File: src/rtl/keypad_scanner_if.sv
// Keypad pin and key-report bundle between the scanner,
// the keypad matrix and the lock controller.
interface keypad_scanner_if;
    logic [3:0] col_in;
    logic [3:0] row_out;
    logic [3:0] key_code;
    logic       key_valid;
    logic       kp_bar;

    modport master (
        input  col_in,
        output row_out,
        output key_code,
        output key_valid,
        output kp_bar
    );

    modport slave (
        output col_in,
        input  row_out,
        input  key_code,
        input  key_valid,
        input  kp_bar
    );
endinterface

File: src/rtl/keypad_scanner.sv
// 4x4 keypad row scanner with column synchronizer, press/release
// debounce and a one-cycle key strobe carrying row*4+col.
module keypad_scanner #(
    parameter int unsigned SETTLE_CYCLES  = 4,
    parameter int unsigned DEBOUNCE_SCANS = 3
) (
    input  logic              clk,
    input  logic              rst,
    keypad_scanner_if.master  kp
);

    typedef enum logic [1:0] {
        SCAN       = 2'd0,
        DEBOUNCE_P = 2'd1,
        PRESSED    = 2'd2
    } state_t;

    localparam logic [7:0] SETTLE_LAST = 8'(SETTLE_CYCLES - 1);
    localparam logic [3:0] DEB         = 4'(DEBOUNCE_SCANS);

    state_t     state_q, state_d;
    logic [3:0] sync1_q, sync2_q;
    logic [7:0] settle_q, settle_d;
    logic [1:0] row_q, row_d;
    logic [3:0] row_out_q, row_out_d;
    logic [3:0] cand_q, cand_d;
    logic [3:0] cnt_q, cnt_d;
    logic [3:0] key_code_q, key_code_d;
    logic       key_valid_q, key_valid_d;
    logic       kp_bar_q, kp_bar_d;

    logic       tick;
    logic       low_any;
    logic [1:0] pcol;
    logic [3:0] cnt_inc;

    always_comb begin
        low_any = (sync2_q != 4'hF);
        // Lowest low column wins
        if (!sync2_q[0])      pcol = 2'd0;
        else if (!sync2_q[1]) pcol = 2'd1;
        else if (!sync2_q[2]) pcol = 2'd2;
        else                  pcol = 2'd3;

        tick    = (settle_q == SETTLE_LAST);
        cnt_inc = cnt_q + 4'd1;

        state_d     = state_q;
        row_d       = row_q;
        row_out_d   = row_out_q;
        cand_d      = cand_q;
        cnt_d       = cnt_q;
        key_code_d  = key_code_q;
        key_valid_d = 1'b0;
        kp_bar_d    = kp_bar_q;
        settle_d    = tick ? 8'd0 : settle_q + 8'd1;

        if (tick) begin
            unique case (state_q)
                SCAN: begin
                    if (!low_any) begin
                        row_d     = row_q + 2'd1;
                        row_out_d = {row_out_q[2:0], row_out_q[3]};
                    end else begin
                        cand_d = {row_q, pcol};
                        if (DEB == 4'd1) begin
                            state_d     = PRESSED;
                            key_code_d  = {row_q, pcol};
                            key_valid_d = 1'b1;
                            kp_bar_d    = 1'b0;
                            cnt_d       = 4'd0;
                        end else begin
                            state_d = DEBOUNCE_P;
                            cnt_d   = 4'd1;
                        end
                    end
                end
                DEBOUNCE_P: begin
                    if (low_any && pcol == cand_q[1:0]) begin
                        if (cnt_inc == DEB) begin
                            state_d     = PRESSED;
                            key_code_d  = cand_q;
                            key_valid_d = 1'b1;
                            kp_bar_d    = 1'b0;
                            cnt_d       = 4'd0;
                        end else begin
                            cnt_d = cnt_inc;
                        end
                    end else begin
                        state_d = SCAN;
                        cnt_d   = 4'd0;
                    end
                end
                PRESSED: begin
                    if (!low_any) begin
                        if (cnt_inc == DEB) begin
                            state_d   = SCAN;
                            kp_bar_d  = 1'b1;
                            cnt_d     = 4'd0;
                            row_d     = row_q + 2'd1;
                            row_out_d = {row_out_q[2:0], row_out_q[3]};
                        end else begin
                            cnt_d = cnt_inc;
                        end
                    end else begin
                        cnt_d = 4'd0;
                    end
                end
                default: begin
                    state_d = SCAN;
                    cnt_d   = 4'd0;
                end
            endcase
        end
    end

    always_ff @(posedge clk) begin
        if (rst) begin
            state_q     <= SCAN;
            sync1_q     <= 4'hF;
            sync2_q     <= 4'hF;
            settle_q    <= 8'd0;
            row_q       <= 2'd0;
            row_out_q   <= 4'b1110;
            cand_q      <= 4'd0;
            cnt_q       <= 4'd0;
            key_code_q  <= 4'd0;
            key_valid_q <= 1'b0;
            kp_bar_q    <= 1'b1;
        end else begin
            state_q     <= state_d;
            sync1_q     <= kp.col_in;
            sync2_q     <= sync1_q;
            settle_q    <= settle_d;
            row_q       <= row_d;
            row_out_q   <= row_out_d;
            cand_q      <= cand_d;
            cnt_q       <= cnt_d;
            key_code_q  <= key_code_d;
            key_valid_q <= key_valid_d;
            kp_bar_q    <= kp_bar_d;
        end
    end

    assign kp.row_out   = row_out_q;
    assign kp.key_code  = key_code_q;
    assign kp.key_valid = key_valid_q;
    assign kp.kp_bar    = kp_bar_q;

endmodule
File: src/flat_wrapper.sv
// flat-port wrapper written by rule: the top's interface ports become plain ports
module keypad_scanner_flat 
#(
    parameter int unsigned SETTLE_CYCLES  = 4,
    parameter int unsigned DEBOUNCE_SCANS = 3
)
  (clk, rst, kp_col_in, kp_row_out, kp_key_code, kp_key_valid, kp_kp_bar);
  keypad_scanner_if kp_i ();
  input  logic clk;
  input  logic rst;
  input wire logic [$bits(kp_i.col_in)-1:0] kp_col_in;
  output wire logic [$bits(kp_i.row_out)-1:0] kp_row_out;
  output wire logic [$bits(kp_i.key_code)-1:0] kp_key_code;
  output wire logic [$bits(kp_i.key_valid)-1:0] kp_key_valid;
  output wire logic [$bits(kp_i.kp_bar)-1:0] kp_kp_bar;
  assign kp_i.col_in = kp_col_in;
  assign kp_row_out = kp_i.row_out;
  assign kp_key_code = kp_i.key_code;
  assign kp_key_valid = kp_i.key_valid;
  assign kp_kp_bar = kp_i.kp_bar;
  keypad_scanner #(.SETTLE_CYCLES(SETTLE_CYCLES), .DEBOUNCE_SCANS(DEBOUNCE_SCANS)) u_core (.clk(clk), .rst(rst), .kp(kp_i));
endmodule
File: config.mk
export PLATFORM = sky130hd
export DESIGN_NAME = keypad_scanner_flat
export DESIGN_NICKNAME = d
export VERILOG_FILES = /design/src/rtl/keypad_scanner_if.sv /design/src/rtl/keypad_scanner.sv /design/src/flat_wrapper.sv
export SDC_FILE = /design/constraint.sdc
export NUM_CORES = 1
export LEC_CHECK = 0
export ABC_AREA = 1
export CELL_PAD_IN_SITES_DETAIL_PLACEMENT = 2
export CELL_PAD_IN_SITES_GLOBAL_PLACEMENT = 2
export CORE_ASPECT_RATIO = 2
export CORE_UTILIZATION = 25
export DETAILED_ROUTE_END_ITERATION = 8
export PLACE_DENSITY_LB_ADDON = 0.05
export SYNTH_ARGS = -nofsm -noshare
export SYNTH_HDL_FRONTEND = slang
export SYNTH_SLANG_ARGS = --single-unit
export TNS_END_PERCENT = 20
File: constraint.sdc
create_clock -name clk -period 2.75 [get_ports clk]
set_input_delay 0.55 -clock clk [delete_from_list [all_inputs] [get_ports clk]]
set_output_delay 0.55 -clock clk [all_outputs]
set_load 0.01 [all_outputs]
==> results of run 1 <==
==> cells by family (layout without fill, tap and decap cells) <==
logic type	count (synthesis)	count (layout)
fa+ha+maj	3	3
compound gates	35	35
xor+xnor	1	1
flops	38	38
simple gates	109	109
buf+inv	35	57
==> per-layer routing <==
metal  part of all wire, %  track usage [%]
met1                    34             11.4
met2                    63             28.7
met3                   2.0             3.85
met4                   1.9             5.97
met5                     0                0
==> final timing paths <==
| check | to | depth (start not counted) |
|---|---|---|
| setup reg to reg | u_core.kp.key_code[3]$_SDFFE_PP0P_ | 10 |
| hold / removal | u_core.sync2_q[1]$_SDFF_PP1_ | 1 |
| hold reg to reg | u_core.sync2_q[1]$_SDFF_PP1_ | 1 |
| setup / recovery | kp_row_out[3] | 1 |
==> area by class of cell <==
cell class	instances	area (um2)
clock buffers	6	139
fillers	826	4560
well taps	88	110
inverters	33	124
repair buffers	16	158
clock inverters	2	12.5
flip-flops and latches	38	761
multi-input cells	148	866
==> synthesized netlist by cell type (all sizes together), types with 2 or more instances <==
| library cell | instances |
|---|---|
| nand3 | 19 |
| o21ai | 15 |
| a21oi | 19 |
| nand4 | 2 |
| nor2 | 28 |
| or2 | 8 |
| dfxtp | 38 |
| nand2 | 48 |
| ha | 3 |
| inv | 33 |
| nor3 | 2 |
==> metrics by stage <==
step,utilization (%),total power [mW]
6_report,32.3,1.27
5_1_grt,32.3,1.34
4_1_cts,32.3,1.30
3_5_place_dp,30.0,0.703
3_3_place_gp,30.0,0.702
2_1_floorplan,-,0.667
==> flip-flops by register name (all words and copies together), names as in the netlist, 2 cells and up <==
register	count
u_core.kp.row_out	4
u_core.cand_q	4
u_core.sync2_q	4
u_core.sync1_q	4
u_core.row_q	2
u_core.state_q	2
u_core.kp.key_code	4
u_core.settle_q	8
u_core.cnt_q	4
==> power breakdown <==
part / total, mW / leakage [nW] / internal [mW] / switching [mW]
clock: 0.585 / 0.0729 / 0.359 / 0.226
sequential: 0.583 / 0.309 / 0.569 / 0.0135
combinational: 0.105 / 0.485 / 0.0413 / 0.0634
total: 1.27 / 0.867 / 0.969 / 0.303
==> flow_summary.html, run 1 <==
<table>
<tr><th>Metric</th><th>Value</th></tr>
<tr><th colspan="2">Outcome</th></tr>
<tr><td>Status</td><td>finished clean</td></tr>
<tr><th colspan="2">Setup path</th></tr>
<tr><td>Cell-by-cell trace of the critical path</td><td>clkdlybuf4s50_1</td></tr>
<tr><td>Crit path kind</td><td>reg2out</td></tr>
<tr><td>Number of buffers and inverters on the critical path</td><td>1</td></tr>
<tr><td>Slowest Stage Delay on Critical Path</td><td>0.56 ns</td></tr>
<tr><td>Required @ worst endpoint</td><td>2.20 ns</td></tr>
<tr><td>Kind of end point of the critical path</td><td>output pin</td></tr>
<tr><td>Critical-path top delay cell</td><td>clkdlybuf4s50_1</td></tr>
<tr><td>Gate family responsible for the most delay along the worst path</td><td>buffers and inverters</td></tr>
<tr><td>Top fanout value on the critical path</td><td>3</td></tr>
<tr><td>Critical path arrival</td><td>1.21 ns</td></tr>
<tr><td>Source of the worst register-to-register timing path</td><td>u_core.cnt_q[0]$_SDFFE_PP0P_</td></tr>
<tr><td>Beginning of the critical path</td><td>u_core.kp.row_out[3]$_SDFFE_PP1P_</td></tr>
<tr><td>Worst reg2reg setup slack</td><td>approximately 1.2 ns</td></tr>
<tr><td>Startpoint kind of the worst setup timing path</td><td>register</td></tr>
<tr><th colspan="2">Cells and area</th></tr>
<tr><td>Commonest cells after routing, fill and taps aside</td><td>38 x dfxtp_1, 35 x nand2_1, 22 x inv_1</td></tr>
<tr><td>Final standard cell count with taps included and fillers excluded</td><td>between 300 and 400</td></tr>
<tr><td>Share of layout cells above drive strength 1</td><td>between 20% and 30%</td></tr>
<tr><td>Area grow syn2layout</td><td>23.3%</td></tr>
<tr><td>Post-layout nets</td><td>around 250</td></tr>
<tr><td>Antenna Cells</td><td>0</td></tr>
<tr><td>Most common cell after layout, fill and taps aside</td><td>dfxtp_1</td></tr>
<tr><td>Final Instance Area</td><td>approximately 2200 um2</td></tr>
<tr><th colspan="2">Logic synthesis</th></tr>
<tr><td>Multiplexer fraction of the synthesized cell area</td><td>0%</td></tr>
<tr><td>Cell Area, Synth</td><td>1760 um2</td></tr>
<tr><td>Simple-gate share of the synthesized area</td><td>a little over a third</td></tr>
<tr><td>Largest family of logic cells by synthesized area</td><td>simple AND/OR/NAND/NOR gates</td></tr>
<tr><td>Area share of the largest cell type after synthesis</td><td>43.2%</td></tr>
<tr><td>Library cells used by synthesis</td><td>29</td></tr>
<tr><td>Number of flip-flops and latches in the synthesized netlist</td><td>38</td></tr>
<tr><td>Post-Syn Instances</td><td>221</td></tr>
<tr><td>Nets in the synthesized netlist</td><td>230</td></tr>
<tr><td>EDFF count, synth</td><td>0</td></tr>
<tr><td>Primary flip-flop cell chosen by synthesis mapping</td><td>dfxtp_1</td></tr>
<tr><td>Portion of the post-synthesis area used by sequential elements</td><td>43.2%</td></tr>
<tr><td>Biggest area consumer among synthesized cells</td><td>dfxtp_1</td></tr>
<tr><td>Post-synthesis share of cell area spent on full adders, half adders and majority gates</td><td>2.13%</td></tr>
<tr><td>Area contributors post-synth</td><td>dfxtp_1 43%, nand2_1 7.5%, a21oi_1 4.8%</td></tr>
<tr><td>Xor/xnor cell area share of the yosys netlist</td><td>less than 1%</td></tr>
<tr><td>Ys async rst share</td><td>0%</td></tr>
<tr><td>Fraction of the mapped netlist area in compound gates</td><td>11.2%</td></tr>
<tr><td>Post-synthesis average cell area</td><td>7.96 um2</td></tr>
<tr><td>Number of warnings issued by yosys</td><td>0</td></tr>
<tr><th colspan="2">Placed design</th></tr>
<tr><td>Total instance count after detailed placement</td><td>323</td></tr>
<tr><td>Post-placement cell area</td><td>2020 um2</td></tr>
<tr><td>Gp weighted congestion</td><td>around 0.68</td></tr>
<tr><td>Sum of net half-perimeters after detailed placement</td><td>3440 um</td></tr>
<tr><td>Post-placement worst setup slack</td><td>0.926 ns</td></tr>
<tr><td>Number of I/O port buffers</td><td>15</td></tr>
<tr><th colspan="2">STA</th></tr>
<tr><td>Max-slew headroom at the worst pin</td><td>~66%</td></tr>
<tr><td>Final setup margin</td><td>just under 1 ns</td></tr>
<tr><td>Slew Limit Fails</td><td>0</td></tr>
<tr><td>Tmin final</td><td>1.76 ns</td></tr>
<tr><td>Worst-margin pin slew</td><td>between 0.5 and 0.6 ns</td></tr>
<tr><td>Maximum clock skew at final layout</td><td>between 0.005 and 0.006 ns</td></tr>
<tr><td>Worst Hold Slack</td><td>0.409 ns</td></tr>
<tr><td>Final setup fails</td><td>0</td></tr>
<tr><td>Peak Freq</td><td>approximately 0.57 GHz</td></tr>
<tr><td>Setup Total Neg Slack</td><td>0 ns</td></tr>
<tr><td>Period Utilization, post-route</td><td>around 64%</td></tr>
<tr><td>Final hold viol count</td><td>0</td></tr>
<tr><td>Setup repair after global routing missed its margin</td><td>false</td></tr>
<tr><th colspan="2">Worst hold path</th></tr>
<tr><td>Min-Delay Path Class</td><td>reg2reg</td></tr>
<tr><td>Hold wc startpoint</td><td>u_core.sync1_q[1]$_SDFF_PP1_</td></tr>
<tr><th colspan="2">CTS</th></tr>
<tr><td>H-tree levels</td><td>2</td></tr>
<tr><td>Max Root-Sink Buffers</td><td>2</td></tr>
<tr><td>CTS tree</td><td>done</td></tr>
<tr><td>Post-CTS setup-driven buffer insertion count</td><td>0</td></tr>
<tr><td>Number of CTS-inserted buffers</td><td>5</td></tr>
<tr><td>Clock Sinks</td><td>38</td></tr>
<tr><td>Latest clock arrival within the worst-skew pair</td><td>0.28 ns</td></tr>
<tr><td>CTS hold repair buffers</td><td>0</td></tr>
<tr><td>Number of gates given a new drive strength after cts</td><td>0</td></tr>
<tr><td>Worst-path clk slew</td><td>around 0.060 ns</td></tr>
<tr><td>Root cell of the clock tree</td><td>clkbuf_16</td></tr>
<tr><th colspan="2">Die</th></tr>
<tr><td>Die X-Extent</td><td>roughly 61 um</td></tr>
<tr><td>I/O pin count</td><td>16</td></tr>
<tr><td>Die Area</td><td>roughly 7400 um2</td></tr>
<tr><td>Initial core utilization</td><td>a little over a quarter</td></tr>
<tr><td>Number of cell rows</td><td>42</td></tr>
<tr><td>CORE AREA</td><td>approximately 6700 um2</td></tr>
<tr><td>Die Y-Extent</td><td>roughly 120 um</td></tr>
<tr><th colspan="2">Detailed routing</th></tr>
<tr><td>Number of routed nets with antenna violations</td><td>0</td></tr>
<tr><td>Wire length per cell</td><td>13.0 um</td></tr>
<tr><td>Violation count after the first detailed-routing iteration</td><td>25</td></tr>
<tr><td>Router iterations before antenna repair</td><td>3</td></tr>
<tr><td>Routed vias</td><td>roughly 1.4k</td></tr>
<tr><td>Post-detailed-route DRC marker count</td><td>0</td></tr>
<tr><td>Total routed wirelength</td><td>about 4300 um</td></tr>
<tr><td>Via count normalized by instance count</td><td>4.35</td></tr>
<tr><th colspan="2">GRT</th></tr>
<tr><td>First-pass GRT wire length</td><td>7420 um</td></tr>
<tr><td>Overall fraction of global-route tracks in use</td><td>between 10 and 15%</td></tr>
<tr><td>Residual overflow from global routing</td><td>0</td></tr>
<tr><td>Number of antenna violations at the first check in global routing</td><td>0</td></tr>
<tr><td>Number of global-route vias before repair</td><td>~1.7k</td></tr>
<tr><td>Maximum number of pins on one net before global-route repair</td><td>17</td></tr>
<tr><th colspan="2">Pwr</th></tr>
<tr><td>Worst IR Drop VDD</td><td>0.000263 V</td></tr>
<tr><td>Static power due to leakage</td><td>just under 0.9 nW</td></tr>
<tr><td>Power density cells</td><td>approximately 590 nW/um2</td></tr>
<tr><th colspan="2">Flow run</th></tr>
<tr><td>Count of max-cap constraint violations</td><td>0</td></tr>
</table>
No activity file was read; power rests on OpenSTA's default activity.
==> run 2: changes to the inputs <==
- clock period: 2.75 -> 1.55 ns (I/O delays scaled with it)
==> flow_summary.html, run 2 (synthesis gave the netlist of run 1 again) <==
<table>
<tr><th>Metric</th><th>Value</th></tr>
<tr><th colspan="2">Outcome</th></tr>
<tr><td>Status</td><td>finished clean</td></tr>
<tr><th colspan="2">Detailed routing</th></tr>
<tr><td>Post-detailed-route DRC marker count</td><td>0 (unchanged)</td></tr>
<tr><td>Via count normalized by instance count</td><td>4.44 (+1.9%)</td></tr>
<tr><td>Number of routed nets with antenna violations</td><td>0 (unchanged)</td></tr>
<tr><td>Wire length per cell</td><td>13.0 um (-0.48%)</td></tr>
<tr><td>Total routed wirelength</td><td>4390 um (+1.9%)</td></tr>
<tr><td>Violation count after the first detailed-routing iteration</td><td>20 (-20%)</td></tr>
<tr><td>Router iterations before antenna repair</td><td>3 (unchanged)</td></tr>
<tr><td>Routed vias</td><td>1504 (+4.4%)</td></tr>
<tr><th colspan="2">CTS</th></tr>
<tr><td>Clock Sinks</td><td>38 (unchanged)</td></tr>
<tr><td>Worst-path clk slew</td><td>0.06 ns (about the same)</td></tr>
<tr><td>H-tree levels</td><td>2 (unchanged)</td></tr>
<tr><td>CTS tree</td><td>done</td></tr>
<tr><td>Number of CTS-inserted buffers</td><td>5 (unchanged)</td></tr>
<tr><td>Max Root-Sink Buffers</td><td>2 (unchanged)</td></tr>
<tr><td>Latest clock arrival within the worst-skew pair</td><td>0.28 ns (about the same)</td></tr>
<tr><td>Root cell of the clock tree</td><td>clkbuf_16</td></tr>
<tr><th colspan="2">Setup path</th></tr>
<tr><td>Number of buffers and inverters on the critical path</td><td>1 (unchanged)</td></tr>
<tr><td>Slowest Stage Delay on Critical Path</td><td>0.55 ns (about the same)</td></tr>
<tr><td>Required @ worst endpoint</td><td>1.24 ns (-0.96 ns)</td></tr>
<tr><td>Critical-path top delay cell</td><td>clkdlybuf4s50_1</td></tr>
<tr><td>Crit path kind</td><td>reg2out</td></tr>
<tr><td>Critical path arrival</td><td>1.19 ns (-0.02 ns)</td></tr>
<tr><td>Kind of end point of the critical path</td><td>output pin</td></tr>
<tr><td>Cell-by-cell trace of the critical path</td><td>clkdlybuf4s50_1</td></tr>
<tr><td>Top fanout value on the critical path</td><td>3 (unchanged)</td></tr>
<tr><td>Startpoint kind of the worst setup timing path</td><td>register</td></tr>
<tr><td>Gate family responsible for the most delay along the worst path</td><td>buffers and inverters</td></tr>
<tr><th colspan="2">STA</th></tr>
<tr><td>Max-slew headroom at the worst pin</td><td>82.4% (+16 points)</td></tr>
<tr><td>Final hold viol count</td><td>0 (unchanged)</td></tr>
<tr><td>Worst-margin pin slew</td><td>0.264 ns (-0.244 ns)</td></tr>
<tr><td>Peak Freq</td><td>0.665 GHz</td></tr>
<tr><td>Slew Limit Fails</td><td>0 (unchanged)</td></tr>
<tr><td>Final setup fails</td><td>0 (unchanged)</td></tr>
<tr><td>Tmin final</td><td>1.50 ns</td></tr>
<tr><td>Final setup margin</td><td>0.0459 ns (-0.944 ns)</td></tr>
<tr><td>Maximum clock skew at final layout</td><td>0.00335 ns (-0.00211 ns)</td></tr>
<tr><td>Setup Total Neg Slack</td><td>0 ns (unchanged)</td></tr>
<tr><td>Period Utilization, post-route</td><td>~97%</td></tr>
<tr><th colspan="2">Placed design</th></tr>
<tr><td>Sum of net half-perimeters after detailed placement</td><td>3480 um (+1.0%)</td></tr>
<tr><td>Number of I/O port buffers</td><td>15 (unchanged)</td></tr>
<tr><td>Post-placement worst setup slack</td><td>0.0158 ns (-0.910 ns)</td></tr>
<tr><td>Gp weighted congestion</td><td>0.678 (about the same)</td></tr>
<tr><th colspan="2">Pwr</th></tr>
<tr><td>Worst IR Drop VDD</td><td>0.000664 V (+150%)</td></tr>
<tr><td>Power density cells</td><td>997 nW/um2 (+70%)</td></tr>
<tr><td>Static power due to leakage</td><td>0.909 nW (+4.9%)</td></tr>
<tr><th colspan="2">Flow run</th></tr>
<tr><td>Count of max-cap constraint violations</td><td>0 (unchanged)</td></tr>
<tr><th colspan="2">Worst hold path</th></tr>
<tr><td>Min-Delay Path Class</td><td>reg2reg</td></tr>
<tr><th colspan="2">Die</th></tr>
<tr><td>Die X-Extent</td><td>61.3 um (unchanged)</td></tr>
<tr><td>Initial core utilization</td><td>26.2% (unchanged)</td></tr>
<tr><td>Die Y-Extent</td><td>121 um (unchanged)</td></tr>
<tr><td>I/O pin count</td><td>16 (unchanged)</td></tr>
<tr><td>Die Area</td><td>7400 um2 (unchanged)</td></tr>
<tr><td>Number of cell rows</td><td>42 (unchanged)</td></tr>
<tr><td>CORE AREA</td><td>6730 um2 (unchanged)</td></tr>
<tr><th colspan="2">Cells and area</th></tr>
<tr><td>Post-layout nets</td><td>259 (+3.2%)</td></tr>
<tr><td>Number of flip-flops under the largest register name</td><td>8 (unchanged)</td></tr>
<tr><td>Share of layout cells above drive strength 1</td><td>29.9% (+5.2 points)</td></tr>
<tr><td>Commonest cells after routing, fill and taps aside</td><td>35 x dfxtp_1, 34 x nand2_1, 22 x inv_1</td></tr>
<tr><td>Antenna Cells</td><td>0 (unchanged)</td></tr>
<tr><td>Area grow syn2layout</td><td>29.7%</td></tr>
<tr><td>Most common cell after layout, fill and taps aside</td><td>dfxtp_1</td></tr>
<tr><td>Register with the highest flop count</td><td>u_core.settle_q</td></tr>
<tr><th colspan="2">GRT</th></tr>
<tr><td>Residual overflow from global routing</td><td>0 (unchanged)</td></tr>
<tr><td>Number of antenna violations at the first check in global routing</td><td>0 (unchanged)</td></tr>
<tr><td>Maximum number of pins on one net before global-route repair</td><td>17 (unchanged)</td></tr>
<tr><td>First-pass GRT wire length</td><td>7460 um (+0.46%)</td></tr>
<tr><td>Number of global-route vias before repair</td><td>1635 (-2.2%)</td></tr>
<tr><td>Overall fraction of global-route tracks in use</td><td>14.1% (-0.12 points)</td></tr>
</table>
==> run 2: changes by cell type in the layout (fill, tap and decap cells not counted), sizes merged <==
cell,previous run,this run
clkdlybuf4s50,15,14
dlymetal6s2s,0,1
buf,1,9
==> run 2: cell type report <==
| cell class | count | area [um2] |
|---|---|---|
| Fill cell | 822 | 4450 |
| Multi-Input combinational cell | 148 | 893 |
| Inverter | 33 | 126 |
| Clock buffer | 6 | 139 |
| Tap cell | 88 | 110 |
| Timing Repair Buffer | 24 | 233 |
| Sequential cell | 38 | 767 |
| Clock inverter | 2 | 12.5 |
==> run 2: path summary, 6_finish.rpt <==
path	depth (start not counted)	slack, ns	end	from
setup / recovery	1	0.05	kp_row_out[3]	u_core.kp.row_out[3]$_SDFFE_PP1P_
hold / removal	1	0.41	u_core.sync2_q[1]$_SDFF_PP1_	u_core.sync1_q[1]$_SDFF_PP1_
setup reg to reg	8	0.13	u_core.row_q[1]$_SDFFE_PP0P_	u_core.settle_q[0]$_SDFF_PP0_
hold reg to reg	1	0.41	u_core.sync2_q[1]$_SDFF_PP1_	u_core.sync1_q[1]$_SDFF_PP1_
==> run 2: power by group <==
part / internal [mW] / switching, mW
Clock: 0.636 / 0.400
Combinational: 0.0856 / 0.119
Sequential: 1.01 / 0.0243
Total: 1.73 / 0.543
==> run 2: through the flow <==
step | cells | total power, mW | cell area, um2 | utilization (%) | hold slack [ns]
floorplan | 221 | 1.18 | 1760 | - | 0.389
detailed placement | 330 | 1.26 | 2080 | 31.0 | 0.399
global route | 339 | 2.39 | 2280 | 33.9 | 0.422
CTS | 338 | 2.33 | 2230 | 33.2 | 0.414
finish | 339 | 2.27 | 2280 | 33.9 | 0.410
global placement | 330 | 1.26 | 2080 | 31.0 | 0.394
==> run 2: repair_timing <==
| item | CTS | global route |
|---|---|---|
| hold buffers | 0 | 0 |
| setup endpoints to repair | 0 | 12 |
| setup buffers | 0 | 1 |
| resized for setup | 0 | 12 |
==> run 2: worst register-to-register path: cells and delay by family, from the launching register on <==
| family | cells | cell delay, ns |
|---|---|---|
| flops | 1 | 0.36 |
| fa+ha+maj | 1 | 0.22 |
| simple gates | 6 | 0.62 |
| compound gates | 1 | 0.13 |
==> run 2: routing by layer <==
metal | track usage (%) | wire, um | vias to the layer above
li1 | - | - | 757
met1 | 12.5 | 1520 | 728
met2 | 27.0 | 2680 | 13
met3 | 3.21 | 84 | 6
met4 | 7.24 | 108 | 0
met5 | 0 | 0 | -
